===== config.mk =====
export PLATFORM = sky130hd
export DESIGN_NAME = second_layer_ctrl
export DESIGN_NICKNAME = d
export VERILOG_FILES = /design/src/rtl/second_layer_ctrl.sv
export SDC_FILE = /design/constraint.sdc
export NUM_CORES = 1
export LEC_CHECK = 0
export CAP_MARGIN = 10
export CORE_UTILIZATION = 52
export DETAILED_ROUTE_END_ITERATION = 12
export HOLD_SLACK_MARGIN = 0.1
export PLACE_DENSITY = 0.8
export SLEW_MARGIN = 20
export SYNTH_ARGS = -nofsm -noshare
export SYNTH_HDL_FRONTEND = slang
export SYNTH_SLANG_ARGS = --single-unit

===== constraint.sdc =====
create_clock -name clk -period 2.65 [get_ports clk]
set_clock_uncertainty 0.1 [all_clocks]
set_input_delay 0.53 -clock clk [delete_from_list [all_inputs] [get_ports clk]]
set_output_delay 0.53 -clock clk [all_outputs]
set_load 0.05 [all_outputs]

===== src/rtl/second_layer_ctrl.sv =====
// ============================================================================
// Module   : second_layer_ctrl
// Purpose  : Sequences start/backprop/update pulses to the second-layer cells
//            and collects their completion pulses.
// Revision : 1.0
// ============================================================================
`default_nettype none

module second_layer_ctrl #(
  parameter int NOUT     = 10,
  parameter int TO_BITS  = 12,
  parameter int TIMEOUT  = 4000,
  parameter int CNT_BITS = 16
) (
  input  logic                clk,
  input  logic                reset_b,
  input  logic                cmd_valid,
  input  logic [1:0]          cmd_op,
  output logic                cmd_ready,
  output logic                start_state2,
  output logic                start_backprop,
  output logic                update_second_layer,
  input  logic [NOUT-1:0]     end_state2,
  input  logic [NOUT-1:0]     end_state4,
  output logic                busy,
  output logic                done,
  output logic                err,
  output logic                err_sticky,
  output logic [CNT_BITS-1:0] fwd_count
);

  localparam logic [1:0] OP_FWD = 2'd0;
  localparam logic [1:0] OP_BP  = 2'd1;
  localparam logic [1:0] OP_UPD = 2'd2;
  localparam logic [TO_BITS-1:0] TO_LIM = TO_BITS'(TIMEOUT);

  typedef enum logic [1:0] {
    S_IDLE  = 2'd0,
    S_ISSUE = 2'd1,
    S_WAIT  = 2'd2,
    S_DONE  = 2'd3
  } state_t;

  state_t               state;
  state_t               state_nx;
  logic [1:0]           op_r;
  logic [NOUT-1:0]      mask;
  logic [NOUT-1:0]      end_sel;
  logic [NOUT-1:0]      merged;
  logic                 all_done;
  logic [TO_BITS-1:0]   wd;
  logic [TO_BITS-1:0]   wd_inc;
  logic                 wd_hit;
  logic                 err_pend;
  logic                 err_sticky_r;
  logic [CNT_BITS-1:0]  cnt;

  // Only the completion bus matching the active command is observed.
  always_comb begin
    end_sel = '0;
    case (op_r)
      OP_FWD:  end_sel = end_state2;
      OP_BP:   end_sel = end_state4;
      default: end_sel = '0;
    endcase
  end

  assign merged   = mask | end_sel;
  assign all_done = &merged;
  assign wd_inc   = wd + TO_BITS'(1);
  assign wd_hit   = (wd_inc == TO_LIM);

  always_comb begin
    state_nx = state;
    case (state)
      S_IDLE:  if (cmd_valid) state_nx = S_ISSUE;
      S_ISSUE: state_nx = ((op_r == OP_FWD) || (op_r == OP_BP)) ? S_WAIT : S_DONE;
      S_WAIT:  if (all_done || wd_hit) state_nx = S_DONE;
      S_DONE:  state_nx = S_IDLE;
      default: state_nx = S_IDLE;
    endcase
  end

  always_ff @(posedge clk) begin
    if (reset_b) begin
      state        <= S_IDLE;
      op_r         <= OP_FWD;
      mask         <= '0;
      wd           <= '0;
      err_pend     <= 1'b0;
      err_sticky_r <= 1'b0;
      cnt          <= '0;
    end else begin
      state <= state_nx;
      case (state)
        S_IDLE: begin
          err_pend <= 1'b0;
          if (cmd_valid) op_r <= cmd_op;
        end
        S_ISSUE: begin
          mask     <= end_sel;
          wd       <= '0;
          err_pend <= (op_r == 2'd3);
        end
        S_WAIT: begin
          mask <= merged;
          // Completion takes priority over a coincident timeout.
          if (!all_done) begin
            wd <= wd_inc;
            if (wd_hit) err_pend <= 1'b1;
          end
        end
        S_DONE: begin
          if (err_pend)             err_sticky_r <= 1'b1;
          else if (op_r == OP_FWD)  cnt          <= cnt + CNT_BITS'(1);
        end
        default: ;
      endcase
    end
  end

  assign cmd_ready           = (state == S_IDLE);
  assign busy                = (state != S_IDLE);
  assign start_state2        = (state == S_ISSUE) && (op_r == OP_FWD);
  assign start_backprop      = (state == S_ISSUE) && (op_r == OP_BP);
  assign update_second_layer = (state == S_ISSUE) && (op_r == OP_UPD);
  assign done                = (state == S_DONE);
  assign err                 = (state == S_DONE) && err_pend;
  assign err_sticky          = err_sticky_r;
  assign fwd_count           = cnt;

endmodule

`default_nettype wire


==> results.md, run 1 <==
* Max H-tree Level at 2
* Peak supply drop at 0.000479 V
* Final Hold Viols at 0
* Initial drt markers at 121
* CTS buffer count at 5
* Die H at 70.9 µm
* Num rows at 24
* Register area share after synthesis at 0.357
* Count leader, synth: dfxtp_1
* Residual DRC count at 0
* Finished Cell Area at 0.00311 mm²
* Fraction of registers with async set/reset at 0
* Slowest CP cell: clkdlybuf4s50_1
* Pleak at 1.17 nW
* Pwr Total at ~0.0024 W
* Yosys reg bits at 44
* Post-detailed-route wirelength per cell at 14.0 µm
* Post-layout nets at 371
* # port buffers at 48
* Syn-to-layout area delta at 25.9%
* Net Sw Frac at 0.378
* Max_cap viols at 0
* Mapped Avg Cell Area at 8.45 µm²
* Hold WC Path Type: reg2reg
* Unrepaired setup endpoints after global routing: no
* Clock Pin Slew Worst Setup and Hold Paths at 0.09 ns
* Final setup vio count at 0
* Post-synth top cells: dfxtp_1, nor2_1, nand2_1
* Worst setup margin at ~0.092 ns
* Least-Margin Pin Slew at 0.609 ns
* Chip width at 70.9 µm
* Max-slew headroom at 0.594
* Post-Route Utilization at 0.699
* Diodes inserted at 0
* Worst-Skew Late Latency at 0.30 ns
* Period Utilization, post-route at 0.965
* Cells after synthesis at just under 300
* Final WL at ~5.5 mm
* EDFF count, synth at 0
* Antenna viol nets, final at 0
* Routability Congestion at roughly 0.8
* Worst setup SP type: flip-flop
* Share of layout cells above drive strength 1 at 0.100
* Distinct cells, synth at 55
* GRT Resource Usage Total at 0.226
* Most common flop cell mapped by yosys: dfxtp_1
* Status: complete, no violations
* Max Root-Sink Buffers at 2
* Critical setup path kind: reg2out
* Worst path top cell family by delay: buffers and inverters
* P_sw at 0.000900 W
* Initial DRT Pass Iterations at 6
* Grt total ovfl at 0
* Core area at 0.00444 mm²
* Max Clock Freq at 391 MHz
* Crit path buf inv count at 2
* Comb pwr share at 0.396
* Synth Cell Area at 0.00247 mm²
* Root buf cell: clkbuf_8
* Vias in the first global route at 2098
* Cts hold-fix bufs at 0
* Via count of the routed design at 2249
* Worst-path fanout max at 6
* Fin Setup TNS at 0 ns
* Peak per-stage delay on the critical path at 0.84 ns
* Clk pwr share at 0.250
* Cell internal pwr at 0.00148 W
* Syn nets at 324
* Post-CTS Setup Bufs at 0
* Post-DP HPWL at 3.93 mm
* Synth top area share at 0.357
* DP Worst Slack at -0.0669 ns
* Seq pwr share at 0.354
* Min cycle time layout at 2.56 ns
* Largest net degree at the start of global routing at 17
* Setup crit end kind: primary output
* Synth top area cells: dfxtp_1, nor2_1, mux2i_1, nand3_1, xor2_1
* Initial Util at 0.555
* Arr. time, crit path at 1.93 ns
* Slew Limit Fails at 0
* Post-placement cell area at just under 0.003 mm²
* WP data required at approximately 2.0 ns
* Io pins at 49
* Yosys warns at 0
* CTS sink cnt at 44
* Via density at 5.75
* Yosys top cell by area: dfxtp_1
* Cell Chain, Critical Path: inv_1 > ha_1 > clkdlybuf4s50_1
* Area of the die at roughly 0.0050 mm²
* First-pass GRT wire length at 9.15 mm
* Antenna violations before repair at 0
* PD cells at 765 mW/mm²
* TritonCTS clock tree: yes
[worst paths after layout]
check / startpoint / to / slack (ns) / depth (start not counted)
setup / recovery: state[0] / cmd_ready / 0.09 / 3
hold / removal: err_sticky / err_sticky / 0.38 / 2
setup reg to reg: wd[5] / err_pend / 0.23 / 7
hold reg to reg: err_sticky / err_sticky / 0.38 / 2
[sequential cells by signal (all words and copies together) (netlist names)]
| name | cells |
|---|---|
| state | 2 |
| mask | 10 |
| op_r | 2 |
| err_sticky | 1 |
| err_pend | 1 |
| fwd_count | 16 |
| wd | 12 |
[power groups by stage]
stage	logic (W)	registers, W	clock network, W
detailed placement	0.000945	0.000854	0
global route	0.00102	0.000860	0.000639
floorplan	0.000727	0.000822	0
finish	0.000941	0.000842	0.000596
CTS	0.000941	0.000840	0.000603
global placement	0.000930	0.000849	0
[cell families (layout without fill, tap and decap cells)]
logic type               count (synthesis)  after routing  share of synthesized area
AND/OR/NAND/NOR                        129            129                      0.276
flip-flops                              44             44                      0.357
adder cells (fa/ha/maj)                  7              7                     0.0355
multiplexers                            13             13                     0.0532
AO/OA/AOI/OAI                           57             57                      0.167
XOR/XNOR                                17             17                     0.0603
buffers and inverters                   25             72                     0.0517
[worst reg2reg max path: stages (launching register included)]
cell and delay, ns:
dfxtp_1 0.50, nand4_2 0.23, nor4_4 0.39, xor2_1 0.18
o2111ai_1 0.16, nor3_2 0.30, o21bai_1 0.13, mux2_1 0.32
[metal layers]
layer  vias up  GRT usage  routed length, µm
met5         -          0                  0
met4         0     0.0867                 79
met3        11     0.0370                198
li1       1137          -                  -
met2        55      0.381               2500
met1      1046      0.291               2700
[cell type report]
type	instances	area [µm²]
multi-input cells	223	1460
well taps	52	65.1
fillers	372	1340
clock inverters	2	60.1
repair buffers	57	542
clock buffers	5	68.8
flip-flops and latches	44	882
inverters	8	30.0
[what timing repair did]
item | 4_1_cts | 5_1_grt
setup endpoints to repair | 1 | 11
cloned | 0 | 0
gates resized for setup | 1 | 2
[per-stage QoR]
stage               hold WS, ns  instances
floorplan                 0.366        292
global placement          0.354        384
detailed placement        0.380        384
CTS                       0.395        391
global route              0.434        391
finish                    0.384        391
[placed cells by master, fill, tap and decap left out, types with 2 or more instances in the layout]
| cell type | count |
|---|---|
| nand3_1 | 20 |
| clkbuf_8 | 5 |
| and3_1 | 7 |
| o21ai_0 | 7 |
| nand3b_1 | 3 |
| a211oi_2 | 2 |
| nand2_2 | 2 |
| nand2b_1 | 4 |
| a22oi_1 | 10 |
| clkdlybuf4s50_1 | 43 |
| inv_1 | 8 |
| o32a_1 | 2 |
| or3_1 | 6 |
| nor3b_1 | 3 |
| nor3_1 | 3 |
| o22ai_1 | 6 |
| ha_1 | 7 |
| nand2_1 | 22 |
| a21oi_1 | 10 |
| nand4_1 | 2 |
| nor2_1 | 43 |
| bufinv_16 | 2 |
| buf_4 | 12 |
| xor2_1 | 11 |
| a31oi_1 | 6 |
| mux2i_1 | 12 |
| xnor2_1 | 6 |
| or4_1 | 2 |
| dfxtp_1 | 43 |
| nand4_2 | 2 |
| o21a_1 | 2 |
No activity file was read; power rests on OpenSTA's default activity.
==> run 2, diff against run 1 <==
Settings changed: SKIP_CTS_REPAIR_TIMING set to 1.
==> run 2 against run 1 <==
Effect of this change: combinational power up 0.9%; critical path depth unchanged; largest power group unchanged; non-clock buffer count unchanged; maximum frequency about the same; global-route usage did not move; sequential power hardly changed; flip-flop and latch count did not move.
==> results.md, run 2 (synthesized netlist as in run 1, its figures left out) <==
* TritonCTS clock tree: yes
* Vias in the first global route at between 2k and 2.5k
* Final WL at 5.47 mm
* Fin Setup TNS at 0 ns
* Pwr Total at ~0.0024 W
* Hold WC Path Type: reg2reg
* Worst-Skew Late Latency at 0.30 ns
* Min cycle time layout at around 2.6 ns
* Io pins at 49
* Critical setup path kind: reg2out
* First-pass GRT wire length at 9.15 mm
* Arr. time, crit path at 1.93 ns
* Final Hold Viols at 0
* Least-Margin Pin Slew at 0.609 ns
* Max-slew headroom at 0.594
* Root buf cell: clkbuf_8
* Antenna violations before repair at 0
* Worst-path fanout max at 6
* Post-layout nets at roughly 370
* Post-DP HPWL at just under 4 mm
* Core area at 0.00444 mm²
* Residual DRC count at 0
* Unrepaired setup endpoints after global routing: no
* Clock Pin Slew Worst Setup and Hold Paths at 0.08 ns
* Pleak at between 1 and 1.5 nW
* Area of the die at about 0.005 mm²
* Max Clock Freq at 391 MHz
* Via count of the routed design at between 2k and 2.5k
* # port buffers at 48
* Initial drt markers at 131
* Worst hold slack at 0.384 ns
* Peak per-stage delay on the critical path at 0.84 ns
* Grt total ovfl at 0
* Largest register FFs at 16
* Final setup vio count at 0
* Cell Chain, Critical Path: inv_1 > ha_1 > clkdlybuf4s50_1
* Die H at 70.9 µm
* Share of layout cells above drive strength 1 at 0.100
* Initial Util at 0.555
* Post-detailed-route wirelength per cell at 14.0 µm
* Syn-to-layout area delta at 26.1%
* Slowest CP cell: clkdlybuf4s50_1
* Antenna viol nets, final at 0
* WP data required at 2.02 ns
* Status: complete, no violations
* Via density at 5.75
* Setup crit end kind: primary output
* Peak supply drop at 0.000497 V
* Slew Limit Fails at 0
* CTS buffer count at 5
* Period Utilization, post-route at 0.966
* Routability Congestion at 0.807
* Chip width at 70.9 µm
* Worst path top cell family by delay: buffers and inverters
* Initial DRT Pass Iterations at 6
* Largest net degree at the start of global routing at 17
* Max H-tree Level at 2
* GRT Resource Usage Total at 0.226
* Crit path buf inv count at 2
* Post-Route Utilization at 0.700
* Diodes inserted at 0
* CTS sink cnt at 44
* Max Root-Sink Buffers at 2
* Num rows at 24
* Worst setup SP type: flip-flop
* PD cells at 767 mW/mm²
* Commonest non-fill, non-tap cells in the layout: nor2_1, dfxtp_1, clkdlybuf4s50_1
* Max_cap viols at 0
-- run 2: changes by cell type in the layout (fill, tap and decap cells not counted), sizes merged --
cell,delta
dlygate4sd2,-1
dlymetal6s2s,+1
-- run 2: metrics by stage --
step | worst slack [ns] | cell area [µm²] | instances
after floorplan | 0.215 | 2470 | 292
after global placement | 0.00986 | 2980 | 384
after detailed placement | -0.0669 | 2980 | 384
after CTS | -0.0155 | 3110 | 391
after global routing | 0.0260 | 3110 | 391
final | 0.0909 | 3110 | 391
-- run 2: path summary, 6_finish.rpt --
kind,from,depth (start not counted),slack (ns),endpoint
setup / recovery,state[0],3,0.09,cmd_ready
hold reg to reg,err_sticky,2,0.38,err_sticky
hold / removal,err_sticky,2,0.38,err_sticky
setup reg to reg,wd[5],7,0.23,err_pend
-- run 2: power by group --
| part | internal, W | switching (W) | leakage (nW) |
|---|---|---|---|
| registers | 0.000750 | 0.0000923 | 0.357 |
| clock network | 0.000371 | 0.000225 | 0.0642 |
| logic | 0.000365 | 0.000584 | 0.763 |
| total | 0.00149 | 0.000901 | 1.18 |
-- run 2: metal layers --
layer | wire [µm] | up-vias | share of wire | GRT usage
met3 | 197 | 9 | 0.036 | 0.0370
met1 | 2670 | 1043 | 0.49 | 0.291
met5 | 0 | - | 0 | 0
met2 | 2530 | 55 | 0.46 | 0.381
li1 | - | 1140 | - | -
met4 | 72 | 0 | 0.013 | 0.0867
-- run 2: cell type report --
class                      count  area (µm²)
multi-input combinational    223        1460
clock inverter                 2        60.1
sequential                    44         882
clock buffer                   5        68.8
tap                           52        65.1
inverter                       8        30.0
fill                         370        1330
timing repair buffer          57         546
-- run 2: worst reg2reg max path: stages, from the launching register on --
cell	delay [ns]
dfxtp_1	0.50
nand4_2	0.23
nor4_4	0.39
xor2_1	0.18
o2111ai_1	0.16
nor3_2	0.30
o21bai_1	0.13
mux2_1	0.32
